**src/rtl/vga_timing_gen_pkg.sv**
```systemverilog
// rtl/vga_timing_gen_pkg.sv - shared 1280x1024@60 raster constants and helpers
package vga_pkg;

    localparam int VGA_H_ACTIVE = 1280;
    localparam int VGA_H_FP     = 48;
    localparam int VGA_H_SYNC   = 112;
    localparam int VGA_H_BP     = 248;
    localparam int VGA_H_TOTAL  = VGA_H_ACTIVE + VGA_H_FP + VGA_H_SYNC + VGA_H_BP;

    localparam int VGA_V_ACTIVE = 1024;
    localparam int VGA_V_FP     = 1;
    localparam int VGA_V_SYNC   = 3;
    localparam int VGA_V_BP     = 38;
    localparam int VGA_V_TOTAL  = VGA_V_ACTIVE + VGA_V_FP + VGA_V_SYNC + VGA_V_BP;

    localparam int CNT_W = 11;

    function automatic logic [31:0] zext(input logic [CNT_W-1:0] value);
        return {{(32-CNT_W){1'b0}}, value};
    endfunction

endpackage

```
**src/rtl/vga_timing_gen_if.sv**
```systemverilog
// rtl/vga_timing_gen_if.sv - pixel enable in, raster coordinates and strobes out
interface vga_timing_gen_if;

    logic        pix_ce;
    logic [31:0] X;
    logic [31:0] Y;
    logic        display;
    logic        VGA_HS;
    logic        VGA_VS;
    logic        VGA_BLANK_N;
    logic        VGA_SYNC_N;
    logic        frame_tick;

    modport master (
        input  pix_ce,
        output X, Y, display, VGA_HS, VGA_VS, VGA_BLANK_N, VGA_SYNC_N, frame_tick
    );

    modport slave (
        output pix_ce,
        input  X, Y, display, VGA_HS, VGA_VS, VGA_BLANK_N, VGA_SYNC_N, frame_tick
    );

endinterface

```
**src/rtl/vga_timing_gen_axis_counter.sv**
```systemverilog
// rtl/vga_timing_gen_axis_counter.sv - one raster axis: wrapping counter plus active/sync decode
module vga_axis_counter #(
    parameter int ACTIVE = 1280,
    parameter int FP     = 48,
    parameter int SYNC   = 112,
    parameter int BP     = 248,
    parameter bit POL    = 1'b1,
    parameter int W      = 11
) (
    input  logic         clk,
    input  logic         resetn,
    input  logic         ce,
    input  logic         carry_in,
    output logic [W-1:0] count,
    output logic         carry_out,
    output logic         active,
    output logic         sync
);

    localparam int TOTAL = ACTIVE + FP + SYNC + BP;

    localparam logic [W-1:0] L_LAST       = W'(TOTAL - 1);
    localparam logic [W-1:0] L_ACTIVE     = W'(ACTIVE);
    localparam logic [W-1:0] L_SYNC_START = W'(ACTIVE + FP);
    localparam logic [W-1:0] L_SYNC_END   = W'(ACTIVE + FP + SYNC);

    logic [W-1:0] r_count;
    logic         w_at_last;
    logic         w_in_sync;

    assign w_at_last = (r_count == L_LAST);

    always_ff @(posedge clk or negedge resetn) begin
        if (!resetn) begin
            r_count <= '0;
        end else if (ce && carry_in) begin
            r_count <= w_at_last ? '0 : r_count + 1'b1;
        end
    end

    // carry is combinational so the next axis steps on the same enabled edge as the wrap
    assign carry_out = carry_in && w_at_last;
    assign w_in_sync = (r_count >= L_SYNC_START) && (r_count < L_SYNC_END);

    assign count  = r_count;
    assign active = (r_count < L_ACTIVE);
    assign sync   = w_in_sync ? POL : ~POL;

endmodule

```
**src/rtl/vga_timing_gen.sv**
```systemverilog
// rtl/vga_timing_gen.sv - raster timing generator: h/v axis counters plus aligned output register bank
module vga_timing_gen
    import vga_pkg::*;
#(
    parameter int H_ACTIVE = VGA_H_ACTIVE,
    parameter int H_FP     = VGA_H_FP,
    parameter int H_SYNC   = VGA_H_SYNC,
    parameter int H_BP     = VGA_H_BP,
    parameter int V_ACTIVE = VGA_V_ACTIVE,
    parameter int V_FP     = VGA_V_FP,
    parameter int V_SYNC   = VGA_V_SYNC,
    parameter int V_BP     = VGA_V_BP,
    parameter bit HS_POL   = 1'b1,
    parameter bit VS_POL   = 1'b1
) (
    input  logic             clk,
    input  logic             resetn,
    vga_timing_gen_if.master vif
);

    logic [CNT_W-1:0] w_h_cnt;
    logic [CNT_W-1:0] w_v_cnt;
    logic             w_h_carry;
    logic             w_v_carry_unused;
    logic             w_h_active;
    logic             w_v_active;
    logic             w_h_sync;
    logic             w_v_sync;
    logic             w_frame_start;

    vga_axis_counter #(
        .ACTIVE (H_ACTIVE),
        .FP     (H_FP),
        .SYNC   (H_SYNC),
        .BP     (H_BP),
        .POL    (HS_POL),
        .W      (CNT_W)
    ) u_h_axis (
        .clk       (clk),
        .resetn    (resetn),
        .ce        (vif.pix_ce),
        .carry_in  (1'b1),
        .count     (w_h_cnt),
        .carry_out (w_h_carry),
        .active    (w_h_active),
        .sync      (w_h_sync)
    );

    vga_axis_counter #(
        .ACTIVE (V_ACTIVE),
        .FP     (V_FP),
        .SYNC   (V_SYNC),
        .BP     (V_BP),
        .POL    (VS_POL),
        .W      (CNT_W)
    ) u_v_axis (
        .clk       (clk),
        .resetn    (resetn),
        .ce        (vif.pix_ce),
        .carry_in  (w_h_carry),
        .count     (w_v_cnt),
        .carry_out (w_v_carry_unused),
        .active    (w_v_active),
        .sync      (w_v_sync)
    );

    assign w_frame_start = (w_h_cnt == '0) && (w_v_cnt == CNT_W'(V_ACTIVE));

    logic [31:0] r_x;
    logic [31:0] r_y;
    logic        r_display;
    logic        r_hs;
    logic        r_vs;
    logic        r_frame_tick;

    // every output samples the same pre-edge count, keeping coordinates and strobes aligned
    always_ff @(posedge clk or negedge resetn) begin
        if (!resetn) begin
            r_x          <= '0;
            r_y          <= '0;
            r_display    <= 1'b0;
            r_hs         <= ~HS_POL;
            r_vs         <= ~VS_POL;
            r_frame_tick <= 1'b0;
        end else if (vif.pix_ce) begin
            r_x          <= zext(w_h_cnt);
            r_y          <= zext(w_v_cnt);
            r_display    <= w_h_active && w_v_active;
            r_hs         <= w_h_sync;
            r_vs         <= w_v_sync;
            r_frame_tick <= w_frame_start;
        end
    end

    assign vif.X           = r_x;
    assign vif.Y           = r_y;
    assign vif.display     = r_display;
    assign vif.VGA_HS      = r_hs;
    assign vif.VGA_VS      = r_vs;
    assign vif.VGA_BLANK_N = r_display;
    assign vif.VGA_SYNC_N  = 1'b0;
    assign vif.frame_tick  = r_frame_tick;

endmodule

```
**src/flat_wrapper.sv**
```systemverilog
// flat-port wrapper written by rule: the top's interface ports become plain ports
module vga_timing_gen_flat import vga_pkg::*;
#(
    parameter int H_ACTIVE = VGA_H_ACTIVE,
    parameter int H_FP     = VGA_H_FP,
    parameter int H_SYNC   = VGA_H_SYNC,
    parameter int H_BP     = VGA_H_BP,
    parameter int V_ACTIVE = VGA_V_ACTIVE,
    parameter int V_FP     = VGA_V_FP,
    parameter int V_SYNC   = VGA_V_SYNC,
    parameter int V_BP     = VGA_V_BP,
    parameter bit HS_POL   = 1'b1,
    parameter bit VS_POL   = 1'b1
)
  (clk, resetn, vif_pix_ce, vif_X, vif_Y, vif_display, vif_VGA_HS, vif_VGA_VS, vif_VGA_BLANK_N, vif_VGA_SYNC_N, vif_frame_tick);
  vga_timing_gen_if vif_i ();
  input  logic clk;
  input  logic resetn;
  input wire logic [$bits(vif_i.pix_ce)-1:0] vif_pix_ce;
  output wire logic [$bits(vif_i.X)-1:0] vif_X;
  output wire logic [$bits(vif_i.Y)-1:0] vif_Y;
  output wire logic [$bits(vif_i.display)-1:0] vif_display;
  output wire logic [$bits(vif_i.VGA_HS)-1:0] vif_VGA_HS;
  output wire logic [$bits(vif_i.VGA_VS)-1:0] vif_VGA_VS;
  output wire logic [$bits(vif_i.VGA_BLANK_N)-1:0] vif_VGA_BLANK_N;
  output wire logic [$bits(vif_i.VGA_SYNC_N)-1:0] vif_VGA_SYNC_N;
  output wire logic [$bits(vif_i.frame_tick)-1:0] vif_frame_tick;
  assign vif_i.pix_ce = vif_pix_ce;
  assign vif_X = vif_i.X;
  assign vif_Y = vif_i.Y;
  assign vif_display = vif_i.display;
  assign vif_VGA_HS = vif_i.VGA_HS;
  assign vif_VGA_VS = vif_i.VGA_VS;
  assign vif_VGA_BLANK_N = vif_i.VGA_BLANK_N;
  assign vif_VGA_SYNC_N = vif_i.VGA_SYNC_N;
  assign vif_frame_tick = vif_i.frame_tick;
  vga_timing_gen #(.H_ACTIVE(H_ACTIVE), .H_FP(H_FP), .H_SYNC(H_SYNC), .H_BP(H_BP), .V_ACTIVE(V_ACTIVE), .V_FP(V_FP), .V_SYNC(V_SYNC), .V_BP(V_BP), .HS_POL(HS_POL), .VS_POL(VS_POL)) u_core (.clk(clk), .resetn(resetn), .vif(vif_i));
endmodule
```
**config.mk**
```make
export PLATFORM = sky130hd
export DESIGN_NAME = vga_timing_gen_flat
export DESIGN_NICKNAME = d
export VERILOG_FILES = /design/src/rtl/vga_timing_gen_pkg.sv /design/src/rtl/vga_timing_gen_if.sv /design/src/rtl/vga_timing_gen_axis_counter.sv /design/src/rtl/vga_timing_gen.sv /design/src/flat_wrapper.sv
export SDC_FILE = /design/constraint.sdc
export NUM_CORES = 1
export LEC_CHECK = 0
export ABC_AREA = 1
export ABC_CLOCK_PERIOD_IN_PS = 2400
export CELL_PAD_IN_SITES_DETAIL_PLACEMENT = 0
export CELL_PAD_IN_SITES_GLOBAL_PLACEMENT = 1
export CORE_MARGIN = 1.5
export CORE_UTILIZATION = 38
export DETAILED_ROUTE_END_ITERATION = 6
export GPL_ROUTABILITY_DRIVEN = 0
export PLACE_DENSITY_LB_ADDON = 0.1
export SYNTH_ARGS = -nofsm -noshare
export SYNTH_HDL_FRONTEND = slang
export SYNTH_SLANG_ARGS = --single-unit
```
**constraint.sdc**
```tcl
create_clock -name clk -period 2.4 [get_ports clk]
set_clock_uncertainty 0.1 [all_clocks]
set_input_delay 0.6 -clock clk [delete_from_list [all_inputs] [get_ports clk]]
set_output_delay 0.6 -clock clk [all_outputs]
set_load 0.03 [all_outputs]
```
==> metrics.csv <==
metric;value;unit
status;completed;
critPathCaptureType;output pin;
crit_fanout;3;
layout_common_cells;nand2_1, dfrtp_1, conb_1, nor2_1, inv_1;
ir_worst_vdd;0.0002420;V
path_cells;clkdlybuf4s50_1;
htree_levels;2;
worstSetupStartpointType;flip-flop;
path_class;reg -> out;
clk_latency;300;ps
worst-path-stages;1;
drt_wl_total;5405;um
grt_pass1_vias;1889;
start_util;39.54;%
drv_slew;0;
synth_area_leader_cell;dfrtp_1;
synth_top_area_share;44.47;%
fillCellCount;729;
avgSynthCellArea;8.112;um^2
die_h;87.32;um
syn_inst;333;
clock.fmax;480.7;MHz
io_buffers;29;
drc;0;
synth_area_leaders;dfrtp_1, buf_4, nand2_1, o21ai_0, nor2_1;
rsz0062_at_grt;no;
clk_pin_slew;90;ps
maxCapViolations;0;
wl_per_cell;11.75;um
antenna_left;0;
grt_usage;15.57;%
multi_input_area;0.001161;mm^2
layout-drive-gt1-share;6.868;%
place_inst;452;
viasPerCell;4.383;
final_util;44.38;%
cts_inserted_buffers;5;
grt_max_degree;49;
finalCritPeriodShare;86.67;%
async_flop_share;100.0;%
final_cells;460;
cts_resized;0;
dieArea;0.007624;mm^2
yosysWarnings;0;
yosysSeqAreaShare;44.47;%
synthFlopType;dfrtp_1;
grt_pass1_wl;9204;um
drt_iter0_markers;133;
postCtsSetupBuffers;0;
syn_area;0.002701;mm^2
arrival;1380;ps
fin_setup_tns;0;ps
whs;161.2;ps
slowest_stage;clkdlybuf4s50_1;
r2r-end;u_core.u_v_axis.count[4];
cellPowerDensity;743.8;mW/mm^2
clock_sinks;48;
dp.final_hpwl;3979;um
antenna_found_initial;0;
leakagePower;1.479;nW
hold_path.class;in -> async;
coreArea;0.006832;mm^2
finalSetupViolations;0;
reg2reg_depth;8;
ys_types;29;
min_period;2080;ps
firstDrtPassIters;4;
ys_ff_latch;48;
cts_tree;yes;
area_growth_syn_to_layout;12.23;%
critPathMaxStageDelay;680;ps
diodes;0;
vias;2016;
required;1700;ps
r2r_slack;740;ps
nets;370;
r2r-start;u_core.u_h_axis.count[0];
num_rows;30;
seq_area;0.001201;mm^2
cts-hold-fix-buffers;0;
crit_buf_inv;1;
clk_path_buf_depth;2;
crit_family;buffers and inverters;
finalHoldViolations;0;
die_w;87.32;um
cts_root_buf;clkbuf_8;
final_common_cell;nand2_1;
overflow;0;
io_pins;73;
power;2.255;mW
synth_edf_count;0;
sequential cells by signal, summed over array words and instances (netlist names):
register	cells
u_core.u_v_axis.count	11
u_core.vif.VGA_BLANK_N	1
u_core.vif.VGA_HS	1
u_core.vif.VGA_VS	1
u_core.vif.X	11
u_core.vif.Y	11
u_core.vif.frame_tick	1
u_core.u_h_axis.count	11
worst max path at each step:
stage                               endpoint                    from  slack, ps
CTS                              vif_display  u_core.vif.VGA_BLANK_N        310
finish                       vif_VGA_BLANK_N  u_core.vif.VGA_BLANK_N        320
floorplan                        vif_display  u_core.vif.VGA_BLANK_N        980
global placement    u_core.u_h_axis.count[6]              vif_pix_ce        220
global route                  vif_frame_tick   u_core.vif.frame_tick        280
detailed placement  u_core.u_h_axis.count[6]              vif_pix_ce        190
area by class of cell:
| type | count | share of cell area (%) |
|---|---|---|
| multi-input cells | 241 | 38.30 |
| clock inverters | 2 | 0.4953 |
| well taps | 96 | 3.962 |
| inverters | 35 | 4.333 |
| repair buffers | 32 | 10.57 |
| flip-flops and latches | 48 | 39.62 |
| clock buffers | 6 | 2.724 |
cells in the mapped netlist, types with 2 or more instances:
cell,n
a21oi_1,2
ha_1,4
nand4_1,9
nand3_1,19
o21ai_1,10
nand2_2,2
clkbuf_1,5
xor2_1,10
inv_2,5
nand2_1,71
buf_4,44
nor2_1,31
nor3_1,5
dfrtp_1,48
nor2_2,2
inv_1,30
o21ai_0,24
power by group:
group          switching (mW)  internal [mW]
clock                   0.289          0.234
combinational           0.470          0.220
sequential              0.114          0.928
stage by stage:
stage	area [um^2]	setup WS, ps
6_report	3032	319.9
5_1_grt	3032	275.8
4_1_cts	3032	306.8
3_5_place_dp	2934	187.8
3_3_place_gp	2934	219.9
2_1_floorplan	2859	979.1
routing by layer:
layer,share of wire (%),track usage [%],wire [um]
met1,55,23.47,2949
met2,40,21.96,2147
met3,4.8,3.412,257
met4,0.94,4.906,51
met5,0,0,0
cells by family after synthesis:
logic type / count (synthesis) / synth area share, %
simple gates: 146 / 24.59
buf+inv: 86 / 18.39
flops: 48 / 44.46
compound gates: 38 / 7.319
xor+xnor: 10 / 3.242
fa+ha+maj: 4 / 1.853
other cells: 1 / 0.1388
No activity file was read; power rests on OpenSTA's default activity.
